File: src/rtl/cheshire_rt_profile_sel.sv
// rtl/cheshire_rt_profile_sel.sv - runtime AXI RT budget/period profile selector with quiesce handshake
// Optional quiesce-ack timeout enabled by defining CHESHIRE_RT_PROFILE_TIMEOUT_EN.
module cheshire_rt_profile_sel #(
    parameter int unsigned NumProfiles    = 2,
    parameter int unsigned NumMgr         = 2,
    parameter int unsigned BudgetWidth    = 32,
    parameter int unsigned PeriodWidth    = 32,
    parameter int unsigned DefaultProfile = 0,
    parameter int unsigned TimeoutCycles  = 1024,
    localparam int unsigned IdxW = (NumProfiles > 1) ? $clog2(NumProfiles) : 1,
    localparam int unsigned MgrW = (NumMgr > 1) ? $clog2(NumMgr) : 1
) (
    input  logic                          clk_i,
    input  logic                          rst_ni,
    input  logic                          wr_valid_i,
    output logic                          wr_ready_o,
    input  logic [IdxW-1:0]               wr_profile_i,
    input  logic [MgrW-1:0]               wr_mgr_i,
    input  logic [BudgetWidth-1:0]        wr_budget_i,
    input  logic [PeriodWidth-1:0]        wr_period_i,
    input  logic                          sel_valid_i,
    output logic                          sel_ready_o,
    input  logic [IdxW-1:0]               sel_profile_i,
    output logic                          quiesce_req_o,
    input  logic                          quiesce_ack_i,
    output logic [IdxW-1:0]               active_profile_o,
    output logic [NumMgr*BudgetWidth-1:0] budget_o,
    output logic [NumMgr*PeriodWidth-1:0] period_o,
    output logic                          cfg_update_o,
    output logic                          done_o,
    output logic                          err_o,
    output logic                          busy_o
);

    if (NumProfiles < 1 || NumMgr < 1 || DefaultProfile >= NumProfiles || TimeoutCycles < 1) begin : g_bad_params
        $error("cheshire_rt_profile_sel: illegal parameter combination");
    end

    typedef enum logic [1:0] {
        S_IDLE,
        S_QUIESCE,
        S_APPLY,
        S_RELEASE
    } state_e;

    localparam logic [IdxW:0] NumProfilesW = (IdxW+1)'(NumProfiles);
    localparam logic [MgrW:0] NumMgrW      = (MgrW+1)'(NumMgr);

    state_e                          r_state;
    logic [IdxW-1:0]                 r_target;
    logic [IdxW-1:0]                 r_active;
    logic [BudgetWidth-1:0]          r_budget_tbl [NumProfiles][NumMgr];
    logic [PeriodWidth-1:0]          r_period_tbl [NumProfiles][NumMgr];
    logic [NumMgr*BudgetWidth-1:0]   r_budget;
    logic [NumMgr*PeriodWidth-1:0]   r_period;
    logic                            r_cfg_update;
    logic                            r_done;
    logic                            r_err;
    logic                            r_qreq;
    logic                            r_busy;
    logic                            r_sel_ready;
    logic                            r_wr_ready;

    state_e                          w_state_nxt;
    logic                            w_wr_accept;
    logic                            w_wr_invalid;
    logic                            w_sel_invalid;
    logic                            w_sel_done;
    logic                            w_sel_err;
    logic                            w_sel_switch;
    logic                            w_rel_done;
    logic                            w_timeout;

    assign w_wr_accept   = wr_valid_i && r_wr_ready;
    assign w_wr_invalid  = ({1'b0, wr_profile_i} >= NumProfilesW) || ({1'b0, wr_mgr_i} >= NumMgrW);
    assign w_sel_invalid = {1'b0, sel_profile_i} >= NumProfilesW;

`ifdef CHESHIRE_RT_PROFILE_TIMEOUT_EN
    localparam int unsigned CntW = (TimeoutCycles > 1) ? $clog2(TimeoutCycles) : 1;

    logic [CntW-1:0] r_cnt;

    // Counts cycles spent in QUIESCE; zero everywhere else so each entry starts fresh.
    always_ff @(posedge clk_i or negedge rst_ni) begin
        if (!rst_ni) begin
            r_cnt <= '0;
        end else if (r_state == S_QUIESCE) begin
            r_cnt <= r_cnt + CntW'(1);
        end else begin
            r_cnt <= '0;
        end
    end
`endif

    always_comb begin
        w_state_nxt  = r_state;
        w_sel_done   = 1'b0;
        w_sel_err    = 1'b0;
        w_sel_switch = 1'b0;
        w_rel_done   = 1'b0;
        w_timeout    = 1'b0;
        case (r_state)
            S_IDLE: begin
                if (sel_valid_i) begin
                    if (w_sel_invalid) begin
                        w_sel_err = 1'b1;
                    end else if (sel_profile_i == r_active) begin
                        w_sel_done = 1'b1;
                    end else begin
                        w_sel_switch = 1'b1;
                        w_state_nxt  = S_QUIESCE;
                    end
                end
            end
            S_QUIESCE: begin
                if (quiesce_ack_i) begin
                    w_state_nxt = S_APPLY;
`ifdef CHESHIRE_RT_PROFILE_TIMEOUT_EN
                end else if (r_cnt == CntW'(TimeoutCycles - 1)) begin
                    w_timeout   = 1'b1;
                    w_state_nxt = S_IDLE;
`endif
                end
            end
            S_APPLY: begin
                w_state_nxt = S_RELEASE;
            end
            S_RELEASE: begin
                if (!quiesce_ack_i) begin
                    w_rel_done  = 1'b1;
                    w_state_nxt = S_IDLE;
                end
            end
            default: begin
                w_state_nxt = S_IDLE;
            end
        endcase
    end

    // Shadow table: writes land here and reach the outputs only through APPLY.
    always_ff @(posedge clk_i or negedge rst_ni) begin
        if (!rst_ni) begin
            for (int p = 0; p < NumProfiles; p++) begin
                for (int m = 0; m < NumMgr; m++) begin
                    r_budget_tbl[p][m] <= '0;
                    r_period_tbl[p][m] <= '0;
                end
            end
        end else if (w_wr_accept && !w_wr_invalid) begin
            r_budget_tbl[wr_profile_i][wr_mgr_i] <= wr_budget_i;
            r_period_tbl[wr_profile_i][wr_mgr_i] <= wr_period_i;
        end
    end

    // Status outputs are registered from the next state so they line up with r_state.
    always_ff @(posedge clk_i or negedge rst_ni) begin
        if (!rst_ni) begin
            r_state      <= S_IDLE;
            r_target     <= IdxW'(DefaultProfile);
            r_active     <= IdxW'(DefaultProfile);
            r_budget     <= '0;
            r_period     <= '0;
            r_cfg_update <= 1'b0;
            r_done       <= 1'b0;
            r_err        <= 1'b0;
            r_qreq       <= 1'b0;
            r_busy       <= 1'b0;
            r_sel_ready  <= 1'b1;
            r_wr_ready   <= 1'b1;
        end else begin
            r_state      <= w_state_nxt;
            r_qreq       <= (w_state_nxt == S_QUIESCE) || (w_state_nxt == S_APPLY);
            r_busy       <= (w_state_nxt != S_IDLE);
            r_sel_ready  <= (w_state_nxt == S_IDLE);
            r_wr_ready   <= (w_state_nxt != S_APPLY);
            r_done       <= w_sel_done || w_rel_done;
            r_err        <= w_sel_err || w_timeout || (w_wr_accept && w_wr_invalid);
            r_cfg_update <= (r_state == S_APPLY);
            if (w_sel_switch) begin
                r_target <= sel_profile_i;
            end
            // Sampled at the end of APPLY so a write accepted on the QUIESCE->APPLY edge is included.
            if (r_state == S_APPLY) begin
                r_active <= r_target;
                for (int m = 0; m < NumMgr; m++) begin
                    r_budget[m*BudgetWidth +: BudgetWidth] <= r_budget_tbl[r_target][m];
                    r_period[m*PeriodWidth +: PeriodWidth] <= r_period_tbl[r_target][m];
                end
            end
        end
    end

    assign wr_ready_o       = r_wr_ready;
    assign sel_ready_o      = r_sel_ready;
    assign quiesce_req_o    = r_qreq;
    assign active_profile_o = r_active;
    assign budget_o         = r_budget;
    assign period_o         = r_period;
    assign cfg_update_o     = r_cfg_update;
    assign done_o           = r_done;
    assign err_o            = r_err;
    assign busy_o           = r_busy;

endmodule
File: config.mk
export PLATFORM = sky130hd
export DESIGN_NAME = cheshire_rt_profile_sel
export DESIGN_NICKNAME = d
export VERILOG_FILES = /design/src/rtl/cheshire_rt_profile_sel.sv
export SDC_FILE = /design/constraint.sdc
export NUM_CORES = 1
export LEC_CHECK = 0
export ABC_AREA = 1
export BUFFER_PORTS_ARGS = -buffer_cell sky130_fd_sc_hd__buf_2
export CAP_MARGIN = 30
export CORE_MARGIN = 8
export CORE_UTILIZATION = 60
export CTS_CLUSTER_DIAMETER = 50
export DETAILED_ROUTE_END_ITERATION = 16
export PLACE_DENSITY = 0.86
export SETUP_SLACK_MARGIN = 0.2
export SYNTH_ARGS = -nofsm -noshare
export SYNTH_HDL_FRONTEND = slang
export SYNTH_SLANG_ARGS = --single-unit
File: constraint.sdc
create_clock -name clk_i -period 3.6 [get_ports clk_i]
set_input_delay 0.18 -clock clk_i [delete_from_list [all_inputs] [get_ports clk_i]]
set_output_delay 0.18 -clock clk_i [all_outputs]
set_load 0.1 [all_outputs]
; ---- Word-level counts from Yosys, hierarchy flattened
; Cells that the tools add are included.
[totals]
latch_bits = 0
ramBits = 0
out_inout_bits = 136
ff_bits = 394
mem_bits_ro = 0
word_cells = 67
inputBits = 72
n_memories = 0
[classes]
n_lt_le_gt_ge = 5
n_eq_ne = 7
muxes = 25
multipliers = 0
bitwise = 3
n_reduce_logical = 8
addsub = 0
shift = 0
div_mod_pow = 0
[op_table]
columns = operator, n
row1 = two-way mux 64 bit, 7
row2 = bitwise mux 128 bit, 2
row3 = demux 64 bit (select 1 bit), 1
row4 = demux 32 bit (select 1 bit), 1
row5 = two-way mux 32 bit, 1
row6 = two-way mux 1 bit, 8
row7 = two-way mux 2 bit, 4
row8 = case mux 2 bit (4 select lines), 1
row9 = equality test 2 bit (second input constant), 3
row10 = greater-or-equal comparator 2 bit (second input constant), 3
row11 = inverter 1 -> 2 bit, 3
row12 = equality test 2 x 1 -> 1 bit (second input constant), 2
row13 = zero test 2 bit, 2
row14 = less-than comparator 2 x 1 -> 1 bit (second input constant), 2
row15 = logical AND 1 bit, 3
row16 = logical OR 1 bit, 2
row17 = inequality test 2 bit (second input constant), 1
row18 = nonzero test 2 bit, 1
row19 = equality test 1 bit, 1

; ---- Depth between registers and ports, before layout
[depth]
ltp_word = 8
mapped_depth = 8
ltp_nobuf = 8

; ---- Worst setup path before layout
; No wires, ideal clock.
[synth_timing]
path_type = reg2reg
startpoint = register r_active (netlist: active_profile_o)
endpoint = register r_qreq (netlist: quiesce_req_o)
required_time_ns = 3.537
period_less_slack_ns = 1.773
arrival_time_ns = 1.710
setup_slack_ns = 1.827
path_buffers = 0
path_stages_with_launch = 9
setup_ns = 0.063
cell_sequence = dfrtp_1 -> inv_1 -> nand2_1 -> nand2_1 -> nand2_1 -> nand2_1 -> inv_1 -> ha_1 -> inv_1
[synth_via]
elab_chain_len = 6
[synth_lines]
columns = item, line_no
row1 = start: declaration, 51  ; logic [IdxW-1:0] r_active;
row2 = start signal: assignment, 160  ; r_active <= IdxW'(DefaultProfile);
row3 = start signal: assignment, 184  ; r_active <= r_target;
row4 = equality test 1 bit (*), 107  ; end else if (sel_profile_i == r_active) begin
row5 = two-way mux 2 bit (*), 107
row6 = two-way mux 2 bit (*), 104  ; if (sel_valid_i) begin
row7 = case mux 2 bit (4 select lines) (*), 102  ; case (r_state)
row8 = named net w_state_nxt[0], 64  ; state_e w_state_nxt;
row9 = equality test 2 x 1 -> 1 bit / equality test 2 bit (equally long branches), 172  ; r_qreq <= (w_state_nxt == S_QUIESCE) || (w_state_nxt == S_APPLY);
row10 = logical OR 1 bit (*), 172
row11 = end signal: assignment, 172
row12 = end: declaration, 59  ; logic r_qreq;
; Mark *: on every way through the listed nets, which the timed path passes. The rest lies on a longest branch.
; A chain may end at the register's enable or synchronous reset.

; ---- Worst setup path in the final report
[layout_timing]
startpoint = register r_target
endpoint = register r_budget[37] (netlist: budget_o[37])
[layout_via]
elab_chain_len = 4
[layout_lines]
columns = item, line_no
row1 = start: declaration, 50  ; logic [IdxW-1:0] r_target;
row2 = start signal: assignment, 159  ; r_target <= IdxW'(DefaultProfile);
row3 = start signal: assignment, 180  ; r_target <= sel_profile_i;
row4 = inverter 1 -> 2 bit (not written as such), 186  ; r_budget[m*BudgetWidth +: BudgetWidth] <= r_budget_tbl[r_target][m];
row5 = two-way mux 64 bit (not written as such) (3 in a row), 186
row6 = end signal: indexed assignment, 186
row7 = end: declaration, 54  ; logic [NumMgr*BudgetWidth-1:0] r_budget;
; No other way between the ends. The select of a mux whose other input is x is not followed.

==> out/results.ini <==
[placed_design]
place_hpwl_um = 22900
finalWeightedCongestion = 0.815
io_buffers = 206

[sta]
grt_setup_unrepaired = no
period_share_pct = 68.6
drv_slew = 0
slew_headroom_pct = 39.2
finClkSkew_ns = 0.0154
tns_ns = 0
setup_viol = 0
fin_crit_ns = 2.47
max_freq_ghz = 0.405
worst_pin_slew_ns = 0.912
hold_viol = 0

[global_routing]
grt_pass1_vias = 13100
antenna_found_initial = 2
grt_overflow = 0
grt_max_degree = 129
grt_pass1_wl_um = 66000
track_usage_pct = 25.8

[clock_tree]
cts_buffer_depth = 3
worstSkewPairLatency_ns = 0.53
cts_tree = built
clkSinkCount = 394
clk_pin_slew_ns = 0.07
cts_resized = 0
cts_buffers = 41
root_buffer = clkbuf_16
cts_max_level = 2

[synthesis]
ys_seq_area_share_pct = 62.9
ys_async_sr_fraction_pct = 100
avgSynthCellArea_um2 = 9.55
synth_top_area_share_pct = 62.5
synth_area_leader_cell = dfrtp_1
yosysMostFrequentCell = dfrtp_1
synth_edf_count = 0
ys_ff_latch = 394
synth_cell_types = 21
synth_area_leaders = dfrtp_1, o21ai_0, nand2_1
yosys_warnings = 0
synthesis.nets = 1717
synthFlopType = dfrtp_1
synth_commonest_cells = dfrtp_1, nand2_1, o21ai_0, nor2_1, o21ai_1
syn_inst = 1642
synth_area_mm2 = 0.0157

[setup_path]
cpMaxStageDelayCell = inv_4
crit_path_max_incr_delay_ns = 0.76
worstSetupPathType = reg -> reg
critical_path.top_delay_family = buffers and inverters
cp.arrival_ns = 2.88
critical_path_buf_inv_count = 2
start_kind = register
cp-end-kind = register
crit_chain = inv_4, buf_4, nor2_1, o21ai_0
cp_max_fo = 76
critPathRequiredTime_ns = 4.01

[die]
die_h_um = 178
std_cell_rows = 59
dieArea_mm2 = 0.0316
core_mm2 = 0.0258
die_w_um = 178
start_util_pct = 60.7
ioPinCount = 208

[route]
drc_errors = 0
viasPerCell = 5.65
wire_per_inst_um = 18.1
via_count = 12600
drt-total-wl_um = 40300
drt_iter0_drc = 1366
ant_nets = 0
drt-pass1-iter-count = 5

[layout]
nets = 1940
syn_to_final_growth_pct = 18.9
drive_gt1_share_pct = 16.6

[status]
outcome = completed

[worst_hold_path]
hp-class = in -> reg

[job]
maxCapViolCount = 0

-- metal layers --
layer	global-route usage, %	share of wire [%]
met1	32.5	40
met2	43.7	49
met3	5.06	7.6
met4	9.93	3.1
met5	0	0
-- final cells by class --
type / count / area, um^2
Clock inverter: 10 / 114
Clock buffer: 62 / 1230
Timing Repair Buffer: 293 / 1970
Fill cell: 1813 / 7190
Sequential cell: 394 / 9870
Antenna cell: 2 / 5.00
Inverter: 81 / 309
Multi-Input combinational cell: 1054 / 4740
Tap cell: 335 / 419
-- cell families (layout without fill, tap and decap cells) --
family	Yosys count	count (layout)	synth area share [%]
AOI/OAI and AO/OA	513	513	16.8
adders and majority gates	3	3	0.239
buffers and inverters	194	446	7.10
DFF	394	394	62.9
other	1	3	0.0239
and+or+nand+nor	537	537	13.0
-- stage by stage --
step / util [%] / setup slack [ns] / instance area [um^2] / hold slack, ns / cells
after global placement: 64.1 / 1.29 / 16600 / 0.236 / 2087
after detailed placement: 64.2 / 1.31 / 16600 / 0.242 / 2088
after CTS: 72.1 / 1.31 / 18600 / 0.00940 / 2228
final: 72.2 / 1.13 / 18700 / 0.0202 / 2231
after global routing: 72.2 / 1.02 / 18700 / 0.0394 / 2231
after floorplan: - / 1.83 / 15700 / -0.116 / 1642
-- worst paths after layout --
path / start / end / slack (ns) / depth (start not counted)
max reg2reg: r_target / budget_o[37] / 1.13 / 4
max: r_target / budget_o[37] / 1.13 / 4
max in group asynchronous: rst_ni / r_budget_tbl[93] / 2.30 / 3
min in group asynchronous: rst_ni / period_o[44] / 0.27 / 2
min: sel_valid_i / r_target / 0.02 / 5
min reg2reg: r_period_tbl[109] / r_period_tbl[109] / 0.48 / 2
-- layout by cell type, fill, tap and decap left out, types with 5 or more instances in the layout --
master / count
buf_12: 5
o21ai_1: 177
o21ai_0: 272
clkbuf_1: 11
buf_4: 12
a21oi_1: 48
a21oi_2: 16
buf_2: 205
clkbuf_8: 8
nor2_1: 193
nand2_1: 336
dfrtp_1: 391
inv_1: 77
clkbuf_16: 43
dlygate4sd3_1: 68
-- worst reg2reg max path, stage by stage (launching register included) --
cell	delay, ns
dfrtp_4	0.73
inv_4	0.79
buf_4	0.43
nor2_1	0.08
o21ai_0	0.32
-- state kept, by name, summed over array words and instances (netlist names) --
name and flops:
r_target 1, cfg_update_o 1, budget_o 64, sel_ready_o 1
busy_o 1, done_o 1, period_o 64, wr_ready_o 1
r_period_tbl 128, active_profile_o 1, quiesce_req_o 1, r_state 2
r_budget_tbl 128
-- timing repair --
item | 4_1_cts | 5_1_grt
endpoints found under the hold margin | 259 | 0
hold buffers | 68 | 0
setup buffers | 0 | 0
setup endpoints to repair | 0 | 0
Power is left out: the tool's default activity adds up to more than one toggle a clock period on the data nets, which glitch-free logic cannot reach.
